===== src/rtl/display_scan_mux_if.sv =====
// Bus between the scan controller and its host: value load side plus the
// digit/anode drive toward the 7-segment decoder.
interface display_scan_mux_if #(
  parameter int NUM_DIGITS = 4
);
  logic [4*NUM_DIGITS-1:0] value_in;
  logic                    load;
  logic                    blank_lz;
  logic [3:0]              digit;
  logic [NUM_DIGITS-1:0]   anode;
  logic                    update_ack;

  modport master (output value_in, load, blank_lz, input digit, anode, update_ack);
  modport slave  (input value_in, load, blank_lz, output digit, anode, update_ack);
endinterface


===== src/rtl/display_scan_mux.sv =====
// Multiplexed 7-segment scan controller: one digit per slot, new values
// committed only at frame boundaries, optional leading-zero blanking.
module display_scan_mux #(
  parameter int NUM_DIGITS  = 4,
  parameter int REFRESH_DIV = 50000
) (
  input  logic              clk,
  input  logic              rst,
  display_scan_mux_if.slave bus
);
  localparam int PW = $clog2(REFRESH_DIV);
  localparam int IW = $clog2(NUM_DIGITS);
  localparam int VW = 4*NUM_DIGITS;

  logic [PW-1:0] presc_q, presc_d;
  logic [IW-1:0] idx_q, idx_d;
  logic [VW-1:0] active_q, active_d;
  logic [VW-1:0] pending_q, pending_d;
  logic          pend_v_q, pend_v_d;
  logic          ack_q, ack_d;
  logic          tick, frame_end;

  always_comb begin
    tick      = (presc_q == PW'(REFRESH_DIV-1));
    frame_end = tick && (idx_q == IW'(NUM_DIGITS-1));
    presc_d   = tick ? '0 : presc_q + 1'b1;
    idx_d     = idx_q;
    if (tick) idx_d = frame_end ? '0 : idx_q + 1'b1;

    active_d  = active_q;
    pending_d = pending_q;
    pend_v_d  = pend_v_q;
    ack_d     = 1'b0;
    // A load on the frame boundary bypasses pending and wins over any older capture.
    if (frame_end) begin
      if (bus.load) begin
        active_d  = bus.value_in;
        pending_d = bus.value_in;
        pend_v_d  = 1'b0;
        ack_d     = 1'b1;
      end else if (pend_v_q) begin
        active_d = pending_q;
        pend_v_d = 1'b0;
        ack_d    = 1'b1;
      end
    end else if (bus.load) begin
      pending_d = bus.value_in;
      pend_v_d  = 1'b1;
    end
  end

  always_ff @(posedge clk or posedge rst) begin
    if (rst) begin
      presc_q   <= '0;
      idx_q     <= '0;
      active_q  <= '0;
      pending_q <= '0;
      pend_v_q  <= 1'b0;
      ack_q     <= 1'b0;
    end else begin
      presc_q   <= presc_d;
      idx_q     <= idx_d;
      active_q  <= active_d;
      pending_q <= pending_d;
      pend_v_q  <= pend_v_d;
      ack_q     <= ack_d;
    end
  end

  logic [NUM_DIGITS-1:0][3:0] nib;
  logic [NUM_DIGITS-1:0]      zero_up;
  logic                       acc;

  // zero_up[i]: every nibble at index >= i is zero.
  always_comb begin
    nib     = active_q;
    zero_up = '0;
    acc     = 1'b1;
    for (int i = NUM_DIGITS-1; i >= 0; i--) begin
      acc        = acc & (nib[i] == 4'h0);
      zero_up[i] = acc;
    end
  end

  assign bus.anode      = ~(NUM_DIGITS'(1) << idx_q);
  assign bus.digit      = (bus.blank_lz && idx_q != '0 && zero_up[idx_q]) ? 4'hF : nib[idx_q];
  assign bus.update_ack = ack_q;
endmodule


===== src/flat_wrapper.sv =====
// flat-port wrapper written by rule: the top's interface ports become plain ports
module display_scan_mux_flat 
#(
  parameter int NUM_DIGITS  = 4,
  parameter int REFRESH_DIV = 50000
)
  (clk, rst, bus_value_in, bus_load, bus_blank_lz, bus_digit, bus_anode, bus_update_ack);
  display_scan_mux_if #(.NUM_DIGITS(NUM_DIGITS)) bus_i ();
  input  logic clk;
  input  logic rst;
  input wire logic [$bits(bus_i.value_in)-1:0] bus_value_in;
  input wire logic [$bits(bus_i.load)-1:0] bus_load;
  input wire logic [$bits(bus_i.blank_lz)-1:0] bus_blank_lz;
  output wire logic [$bits(bus_i.digit)-1:0] bus_digit;
  output wire logic [$bits(bus_i.anode)-1:0] bus_anode;
  output wire logic [$bits(bus_i.update_ack)-1:0] bus_update_ack;
  assign bus_i.value_in = bus_value_in;
  assign bus_i.load = bus_load;
  assign bus_i.blank_lz = bus_blank_lz;
  assign bus_digit = bus_i.digit;
  assign bus_anode = bus_i.anode;
  assign bus_update_ack = bus_i.update_ack;
  display_scan_mux #(.NUM_DIGITS(NUM_DIGITS), .REFRESH_DIV(REFRESH_DIV)) u_core (.clk(clk), .rst(rst), .bus(bus_i));
endmodule

===== config.mk =====
export PLATFORM = sky130hd
export DESIGN_NAME = display_scan_mux_flat
export DESIGN_NICKNAME = d
export VERILOG_FILES = /design/src/rtl/display_scan_mux_if.sv /design/src/rtl/display_scan_mux.sv /design/src/flat_wrapper.sv
export SDC_FILE = /design/constraint.sdc
export NUM_CORES = 1
export LEC_CHECK = 0
export BUFFER_PORTS_ARGS = -buffer_cell sky130_fd_sc_hd__clkbuf_2
export CORE_ASPECT_RATIO = 1.1
export CORE_UTILIZATION = 57
export DETAILED_ROUTE_END_ITERATION = 7
export GPL_TIMING_DRIVEN = 0
export MAX_ROUTING_LAYER = met4
export PLACE_DENSITY_LB_ADDON = 0.25
export SLEW_MARGIN = 20
export SYNTH_ARGS = -nofsm -noshare
export SYNTH_HDL_FRONTEND = slang
export SYNTH_SLANG_ARGS = --single-unit

===== constraint.sdc =====
create_clock -name clk -period 3 [get_ports clk]
set_input_delay 0.9 -clock clk [delete_from_list [all_inputs] [get_ports clk]]
set_output_delay 0.9 -clock clk [all_outputs]
set_load 0.005 [all_outputs]

Yosys cells after proc, flatten, opt, wreduce, memory -nomap -nowiden:

Cells that the tools add are included.

* bits in registers: 52
* logic and storage cells: 41
* input bits: 20

* reduce and logical (&&, ||, !) cells: 11
* $add $sub $neg: 2
* equality and inequality tests: 2
* order comparisons: 1
* multiplexer cells: 14
* bitwise operators: 4
* shift operators: 1

Operators by type and width (count)
* $mux W16: 3
* $add A16 B1 Y16 const B: 1
* $eq A16 B16 Y1 const B: 1
* $logic_not A4 Y1: 4
* $bmux W4 S2: 1
* $mux W4: 2
* $mux W1: 6
* $reduce_bool A2 Y1: 3
* $not A4 Y4: 1
* $shl A1 B2 Y4 const A: 1
* $and A1 B1 Y1: 3
* $logic_and A1 B1 Y1: 3
* $lt A2 B3 Y1 const B: 1
* $add A2 B1 Y2 const B: 1
* $bmux W1 S2: 1
* $eq A2 B2 Y1 const B: 1
* $mux W2: 1
* $reduce_and A2 Y1: 1

Logic depth before layout (Yosys ltp):

Gate-level depths: netlist of run 1.

* depth in word-level cells: 8
* mapped depth: 7
* gate-level depth less buffers: 6

Least setup slack after synthesis of run 1:

Ideal clock, no wire load.

* path kind: register to output
* start point: register u_core.idx_q[1]
* end point: output port bus_digit[0]
* setup slack: 0.598 ns
* cell stages (with the launch flop): 8
* data arrival time: 1.502 ns
* cell sequence: dfrtp_1 -> clkbuf_1 -> inv_1 -> ha_1 -> inv_1 -> nand3_1 -> a211oi_1 -> or2_2

* word-level cells in the longest chain between the ends: 4

Ends and longest elaborated chain
* from (decl): line display_scan_mux.sv:16 `logic [IW-1:0] idx_q, idx_d;`
* from (signal assigned): line display_scan_mux.sv:62 `idx_q <= idx_d;`
* $bmux W1 S2 / $reduce_bool A2 Y1 (equally long branches): line display_scan_mux.sv:86 `assign bus.digit = (bus.blank_lz && idx_q != '0 && zero_up[idx_q]) ? 4'hF : nib[idx_q];`
* $mux W1 (not written as such) / $logic_and A1 B1 Y1 (equally long branches): line display_scan_mux.sv:86
* $logic_and A1 B1 Y1: line display_scan_mux.sv:86
* $mux W4 *: line display_scan_mux.sv:86
* to (decl): line flat_wrapper.sv:14 `output wire logic [$bits(bus_i.digit)-1:0] bus_digit;`

Mark *: on every way between the ends. The rest lies on a longest branch, timed or not. The select of a mux whose other input is x is not followed.

Final worst setup path of run 1:

* start point: register u_core.idx_q[0]
* end point: output port bus_digit[2]

Same word-level chain as after synthesis.

==> impl_metrics.py, run 1 <==
metrics = {
    "timing": {
        "final.period_utilization_pct": 92.9,
        "max_slew.worst_pin.slew_ns": 0.575,
        "hold_viol": 0,
        "rsz0062_at_grt": "no",
        "tns_ns": 0,
        "setup_violations": 0,
        "fmax_mhz": 359,
        "min_period_ns": 2.79,
        "slew_headroom_pct": 61.7,
        "clock_skew_ns": 0.00785,
        "report.final.slew_viol_count": 0,
    },
    "yosys": {
        "synth_flop_cell": "dfrtp_1",
        "synthDistinctLibCells": 32,
        "syn_nets": 201,
        "syn_area_per_cell_um2": 13.4,
        "yosys_warnings": 0,
        "yosys_register_bits": 52,
        "synthCells": 176,
        "async_flop_share_pct": 100,
        "synth-edff-count": 0,
        "syn_area_um2": 2360,
        "synth-seq-area-share_pct": 55.1,
    },
    "floorplanning": {
        "coreArea_um2": 3960,
        "die_area_um2": 4410,
        "ioPinCount": 29,
        "initial_core_util_pct": 59.6,
        "die_x_um": 63.4,
        "dieHeight_um": 69.5,
        "rows": 24,
    },
    "status": {
        "status": "complete, no violations",
    },
    "power_and_ir_drop": {
        "p_sw_share_pct": 20.5,
        "power.internal_mw": 1.00,
        "power_frac_seq_pct": 57.8,
        "combPwrFrac_pct": 5.1,
        "pwr_density_cell_nw_per_um2": 467,
        "leakage_nw": 1.27,
        "clockPowerShare_pct": 37.1,
        "p_switching_uw": 258,
        "ir_drop_uv": 257,
    },
    "clock_network": {
        "insertion_delay_ns": 0.31,
        "numClockSinks": 52,
        "cts_tree": "built",
        "cts_root_buffer": "clkbuf_8",
        "cts-resized-gates": 0,
        "h-tree-depth": 2,
        "post_cts_buffers": 0,
        "cts_hold_buffers": 0,
        "cts-buffers-inserted": 5,
        "path_clk_slew_ns": 0.09,
        "clk_path_buf_depth": 2,
    },
    "worst_setup_path": {
        "worst_r2r_path_depth": 5,
        "path_buf_inv": 3,
        "required_ns": 2.10,
        "cp_top_family": "flip-flops",
        "crit_chain": "inv_1 > ha_1 > inv_1 > nand3_1 > a211oi_2 > or2_2 > clkbuf_2",
        "r2r-end": "u_core.active_q[4]",
        "cpPeakStageDelay_ns": 0.50,
        "critPathMaxFanout": 7,
        "critPathMostFrequentCell": "inv_1",
        "arrival_ns": 1.89,
        "rrSetupSlack_ns": 0.37,
        "crit_path_start_kind": "register",
        "crit_path_top_delay_cell": "dfrtp_1",
        "r2r_start": "u_core.presc_q[5]",
        "critPathCaptureType": "primary output",
        "critPathKind": "register to primary output",
    },
    "drt": {
        "routedWlPerCell_um": 16.5,
        "via_per_inst": 5.56,
        "first_iter_violations": 93,
        "wl_met1_um": 1820,
        "wl_met2_um": 2290,
        "drc_errors": 0,
        "ant_nets": 0,
        "wl_um": 4340,
        "firstDrtPassIters": 4,
        "highest_layer": "met4",
        "route.met3.wl_um": 131,
        "vias": 1461,
    },
    "layout": {
        "drive_above_1_share_pct": 38.9,
        "diodes": 0,
        "final_cell_mix": "dfrtp_1 (51), clkbuf_2 (27), mux2_2 (23)",
        "final_cells": 263,
        "layout_commonest_cell": "dfrtp_1",
        "layout.nets": 235,
        "syn_to_final_growth_pct": 14.0,
    },
    "job": {
        "cap_violations": 0,
    },
    "global_routing": {
        "grt_max_degree": 37,
        "grt.overflow.total": 0,
        "grt_pass1_wl_um": 7430,
        "antenna_found_initial": 0,
        "grtUsageTotal_pct": 23.0,
        "grt_pass1_vias": 1590,
    },
    "min_path": {
        "holdCritStartpoint": "u_core.presc_q[0]",
        "hold_path_end": "u_core.presc_q[0]",
        "hp-class": "register to register",
        "min_path_cells": 1,
    },
    "placed_design": {
        "dp_cells": 256,
        "hpwl_um": 3170,
        "port-buffer-count": 27,
        "place.gp.congestion": 0.844,
    },
}
power groups by stage:
stage	logic [mW]	clock network, mW	registers (mW)
CTS	0.0659	0.481	0.728
detailed placement	0.0658	0	0.742
global route	0.0722	0.503	0.730
floorplan	0.0409	0	0.739
global placement	0.0575	0	0.740
finish	0.0640	0.467	0.728
area by class of cell:
| class | instances | area [um2] |
|---|---|---|
| buffer | 4 | 22.5 |
| clock buffer | 6 | 72.6 |
| clock inverter | 2 | 35.0 |
| fill | 315 | 1270 |
| inverter | 9 | 33.8 |
| multi-input combinational | 110 | 1010 |
| sequential | 52 | 1300 |
| tap | 52 | 65.1 |
| timing repair buffer | 28 | 155 |
cells by family after synthesis:
group                      after synthesis  synth area share [%]
buffers and inverters                   14                  2.54
adders and majority gates                5                  2.65
DFF                                     52                  55.1
muxes                                   37                  20.9
xor gates and xnor gates                12                  4.45
AOI/OAI and AO/OA                        8                  1.80
and+or+nand+nor                         48                  12.6
synthesized netlist by cell type, drive strengths merged, types with 4 or more instances:
| library cell | count | area share, % |
|---|---|---|
| nand3 | 6 | 1.3 |
| ha | 5 | 2.6 |
| nand2 | 5 | 0.79 |
| xor2 | 4 | 1.5 |
| o21ai | 4 | 0.85 |
| dfrtp | 52 | 55 |
| mux4 | 4 | 3.8 |
| inv | 9 | 1.4 |
| mux2 | 32 | 17 |
| nor2 | 10 | 1.6 |
| xnor2 | 8 | 3.0 |
| or2 | 4 | 1.1 |
| nand4 | 5 | 1.3 |
| nor4 | 6 | 2.2 |
worst register-to-register path: stages, from the launching register on:
cell	delay [ns]
dfrtp_1	0.43
or4b_1	0.58
nor4_4	0.44
nor3b_4	0.51
buf_6	0.25
mux2_4	0.31
layer usage:
layer,vias to the layer above,track usage (%)
li1,690,-
met1,728,26.3
met2,33,39.0
met3,10,3.29
met4,0,12.1
met5,-,-
worst max path at each step:
| stage | from | endpoint | slack, ns | cells past startpoint |
|---|---|---|---|---|
| after floorplan | u_core.idx_q[1] | bus_digit[0] | 0.60 | 7 |
| after global placement | u_core.idx_q[1] | bus_digit[0] | 0.37 | 8 |
| after detailed placement | u_core.idx_q[1] | bus_digit[2] | 0.29 | 8 |
| after CTS | u_core.idx_q[1] | bus_digit[2] | 0.11 | 7 |
| after global routing | u_core.idx_q[0] | bus_digit[1] | 0.08 | 7 |
| final | u_core.idx_q[0] | bus_digit[2] | 0.21 | 7 |
through the flow:
step	area, um2	util, %	hold WS, ns	worst slack, ns	power [mW]
floorplan	2360	-	0.455	0.598	0.780
global placement	2560	64.7	0.469	0.373	0.797
detailed placement	2580	65.2	0.480	0.293	0.808
CTS	2690	67.8	0.492	0.112	1.28
global route	2690	68.0	0.517	0.0823	1.31
finish	2690	68.0	0.491	0.213	1.26
state kept, by name, summed over array words and instances, names as in the netlist:
register and flops:
u_core.active_q 16, u_core.presc_q 16, u_core.idx_q 2, u_core.pending_q 16, u_core.bus.update_ack 1, u_core.pend_v_q 1
No activity file was read; power rests on OpenSTA's default activity.
==> inputs of run 2 (changes only) <==
Settings changed: ABC_AREA set to 1, CORE_UTILIZATION 57 to 58.
==> run 2 against run 1 <==
  * Hold slack lost 0.0065 ns
  * Register-to-register slack gained 0.99 ns
  * Global-route usage grew 3.6 points
  * Setup slack gained 0.041 ns
  * Combinational power shrank 3%
  * Die area grew 10%
  * First-iteration DRC count grew 39%
  * Largest cell class unchanged
  * Largest power group unchanged
==> impl_metrics.py, run 2 <==
metrics = {
    "status": {
        "status": "complete, no violations",
    },
    "clock_network": {
        "post_cts_buffers": 0,
        "clk_path_buf_depth": 2,
        "insertion_delay_ns": 0.31,
        "h-tree-depth": 2,
        "numClockSinks": 52,
        "path_clk_slew_ns": 0.10,
        "cts_root_buffer": "clkbuf_8",
        "cts_hold_buffers": 0,
        "cts_tree": "built",
        "cts-buffers-inserted": 5,
    },
    "timing": {
        "max_slew.worst_pin.slew_ns": 0.486,
        "hold_viol": 0,
        "final.period_utilization_pct": 91.5,
        "min_period_ns": 2.75,
        "fmax_mhz": 364,
        "setup_violations": 0,
        "rsz0062_at_grt": "no",
        "clock_skew_ns": 0.00941,
        "tns_ns": 0,
        "report.final.slew_viol_count": 0,
        "slew_headroom_pct": 67.5,
    },
    "drt": {
        "firstDrtPassIters": 4,
        "vias": 2208,
        "wl_um": 5410,
        "first_iter_violations": 129,
        "routedWlPerCell_um": 12.7,
        "ant_nets": 0,
        "drc_errors": 0,
        "via_per_inst": 5.17,
    },
    "yosys": {
        "syn_area_um2": 2660,
        "synth-seq-area-share_pct": 48.9,
        "ys_top_cells_by_area": "dfrtp_1 (49%), nand2_1 (17%), inv_1 (5.6%), nor2_1 (5.2%), nand4_1 (4.2%)",
        "synthDistinctLibCells": 24,
        "synth_top_area_cell": "dfrtp_1",
        "yosys-top-cells-count": "nand2_1 (119), dfrtp_1 (52), inv_1 (40)",
        "synthCells": 337,
        "synth_most_common_cell": "nand2_1",
        "synth_flop_cell": "dfrtp_1",
        "syn_area_per_cell_um2": 7.90,
        "synth-edff-count": 0,
        "yosys_register_bits": 52,
        "synth_top_area_share_pct": 48.9,
        "yosys_warnings": 0,
        "async_flop_share_pct": 100,
        "syn_nets": 362,
    },
    "worst_setup_path": {
        "critPathMostFrequentCell": "nand2_1",
        "crit_chain": "clkinvlp_4 > ha_1 > inv_1 > nand4_1 > nor2_1 > nand2_1 > nand2_1 > clkbuf_2",
        "worst_r2r_path_depth": 6,
        "path_buf_inv": 3,
        "critPathMaxFanout": 10,
        "r2r_start": "u_core.presc_q[0]",
        "cpPeakStageDelay_ns": 0.46,
        "crit_path_start_kind": "register",
        "required_ns": 2.10,
        "critPathKind": "register to primary output",
        "rrSetupSlack_ns": 1.36,
        "arrival_ns": 1.85,
        "r2r-end": "u_core.pend_v_q",
        "critPathCaptureType": "primary output",
        "crit_path_top_delay_cell": "dfrtp_2",
        "cp_top_family": "flip-flops",
    },
    "min_path": {
        "min_path_cells": 1,
        "hp-class": "register to register",
        "holdCritStartpoint": "u_core.presc_q[0]",
        "hold_path_end": "u_core.presc_q[0]",
    },
    "global_routing": {
        "antenna_found_initial": 0,
        "grtUsageTotal_pct": 26.6,
        "grt_pass1_wl_um": 9460,
        "grt_pass1_vias": 2117,
        "grt.overflow.total": 0,
        "grt_max_degree": 31,
    },
    "layout": {
        "final_cell_mix": "nand2_1 (119), dfrtp_1 (51), inv_1 (39)",
        "diodes": 0,
        "layout_commonest_cell": "nand2_1",
        "layout.nets": 397,
        "fin_area_um2": 2980,
        "syn_to_final_growth_pct": 12.0,
        "reg.largest.list": "u_core.active_q (16), u_core.pending_q (16), u_core.presc_q (16)",
        "final_cells": 427,
        "drive_above_1_share_pct": 14.7,
    },
    "floorplanning": {
        "coreArea_um2": 4350,
        "die_area_um2": 4860,
        "initial_core_util_pct": 61.2,
        "dieHeight_um": 73.0,
        "rows": 25,
        "die_x_um": 66.6,
        "ioPinCount": 29,
    },
    "power_and_ir_drop": {
        "combPwrFrac_pct": 5.2,
        "power.internal_uw": 909,
        "leakage_nw": 1.65,
        "p_sw_share_pct": 24.6,
        "power_frac_seq_pct": 60.2,
        "total_power_mw": 1.20,
        "clockPowerShare_pct": 34.6,
        "pwr_density_cell_nw_per_um2": 404,
        "ir_drop_uv": 341,
        "p_switching_uw": 296,
    },
    "placed_design": {
        "dpl-instance-area_um2": 2880,
        "dp_cells": 419,
        "port-buffer-count": 27,
        "place.gp.congestion": 0.862,
        "hpwl_um": 4060,
    },
    "job": {
        "cap_violations": 0,
    },
}
run 2: cell types whose count changed in the layout (fill, tap and decap cells not counted), moves of 5 or more:
cell     change
mux2_2      -23
nor2_1      +27
mux2_4       -9
nand2_1    +114
o21ai_0     +13
buf_6        +7
inv_1       +31
nand4_1     +13
nor4_1       -5
xnor2_1      -8
run 2: cell families (layout without fill, tap and decap cells):
family | after synthesis | count (layout) | share of synthesized area, %
AO/OA/AOI/OAI | 25 | 25 | 4.98
XOR/XNOR | 6 | 6 | 1.97
adder cells (fa/ha/maj) | 5 | 5 | 2.35
buffers and inverters | 52 | 88 | 9.64
flip-flops | 52 | 52 | 48.9
AND/OR/NAND/NOR | 197 | 197 | 32.2
run 2: worst max-delay path by stage:
stage                               to  slack (ns)            start  depth (start not counted)
floorplan           u_core.active_q[0]        0.84              rst                          1
CTS                       bus_digit[0]        0.12  u_core.idx_q[0]                          8
detailed placement        bus_digit[0]        0.49  u_core.idx_q[0]                          8
global placement       u_core.idx_q[1]        0.26              rst                          2
finish                    bus_digit[0]        0.25  u_core.idx_q[0]                          8
global route              bus_digit[2]        0.12  u_core.idx_q[0]                          8
run 2: routing by layer:
metal	share of wire, %	GRT usage, %
met2	49	41.2
met5	0	-
met1	47	34.7
met3	3.2	3.91
met4	1.5	11.3
run 2: repair_timing:
item,CTS,global route
endpoints found under the hold margin,0,0
endpoints found under the setup margin,0,4
gates resized for setup,0,2
run 2: cell type report:
| class | instances | area [um2] |
|---|---|---|
| Fill cell | 366 | 1370 |
| Sequential cell | 52 | 1300 |
| Multi-Input combinational cell | 233 | 1100 |
| Inverter | 41 | 158 |
| Timing Repair Buffer | 28 | 155 |
| Buffer | 11 | 103 |
| Clock buffer | 5 | 68.8 |
| Tap cell | 54 | 67.6 |
| Clock inverter | 3 | 22.5 |
run 2: power groups by stage:
stage / Clock (mW) / Sequential (mW) / Combinational, mW
2_1_floorplan: 0 / 0.737 / 0.0372
3_3_place_gp: 0 / 0.737 / 0.0580
3_5_place_dp: 0 / 0.739 / 0.0637
4_1_cts: 0.417 / 0.725 / 0.0640
5_1_grt: 0.449 / 0.726 / 0.0734
6_report: 0.417 / 0.725 / 0.0623
run 2: metrics by stage:
stage	worst slack [ns]	hold slack (ns)	util (%)
2_1_floorplan	0.840	0.438	-
3_3_place_gp	0.263	0.457	65.9
3_5_place_dp	0.489	0.459	66.3
4_1_cts	0.122	0.486	68.4
5_1_grt	0.119	0.504	68.5
6_report	0.254	0.485	68.5
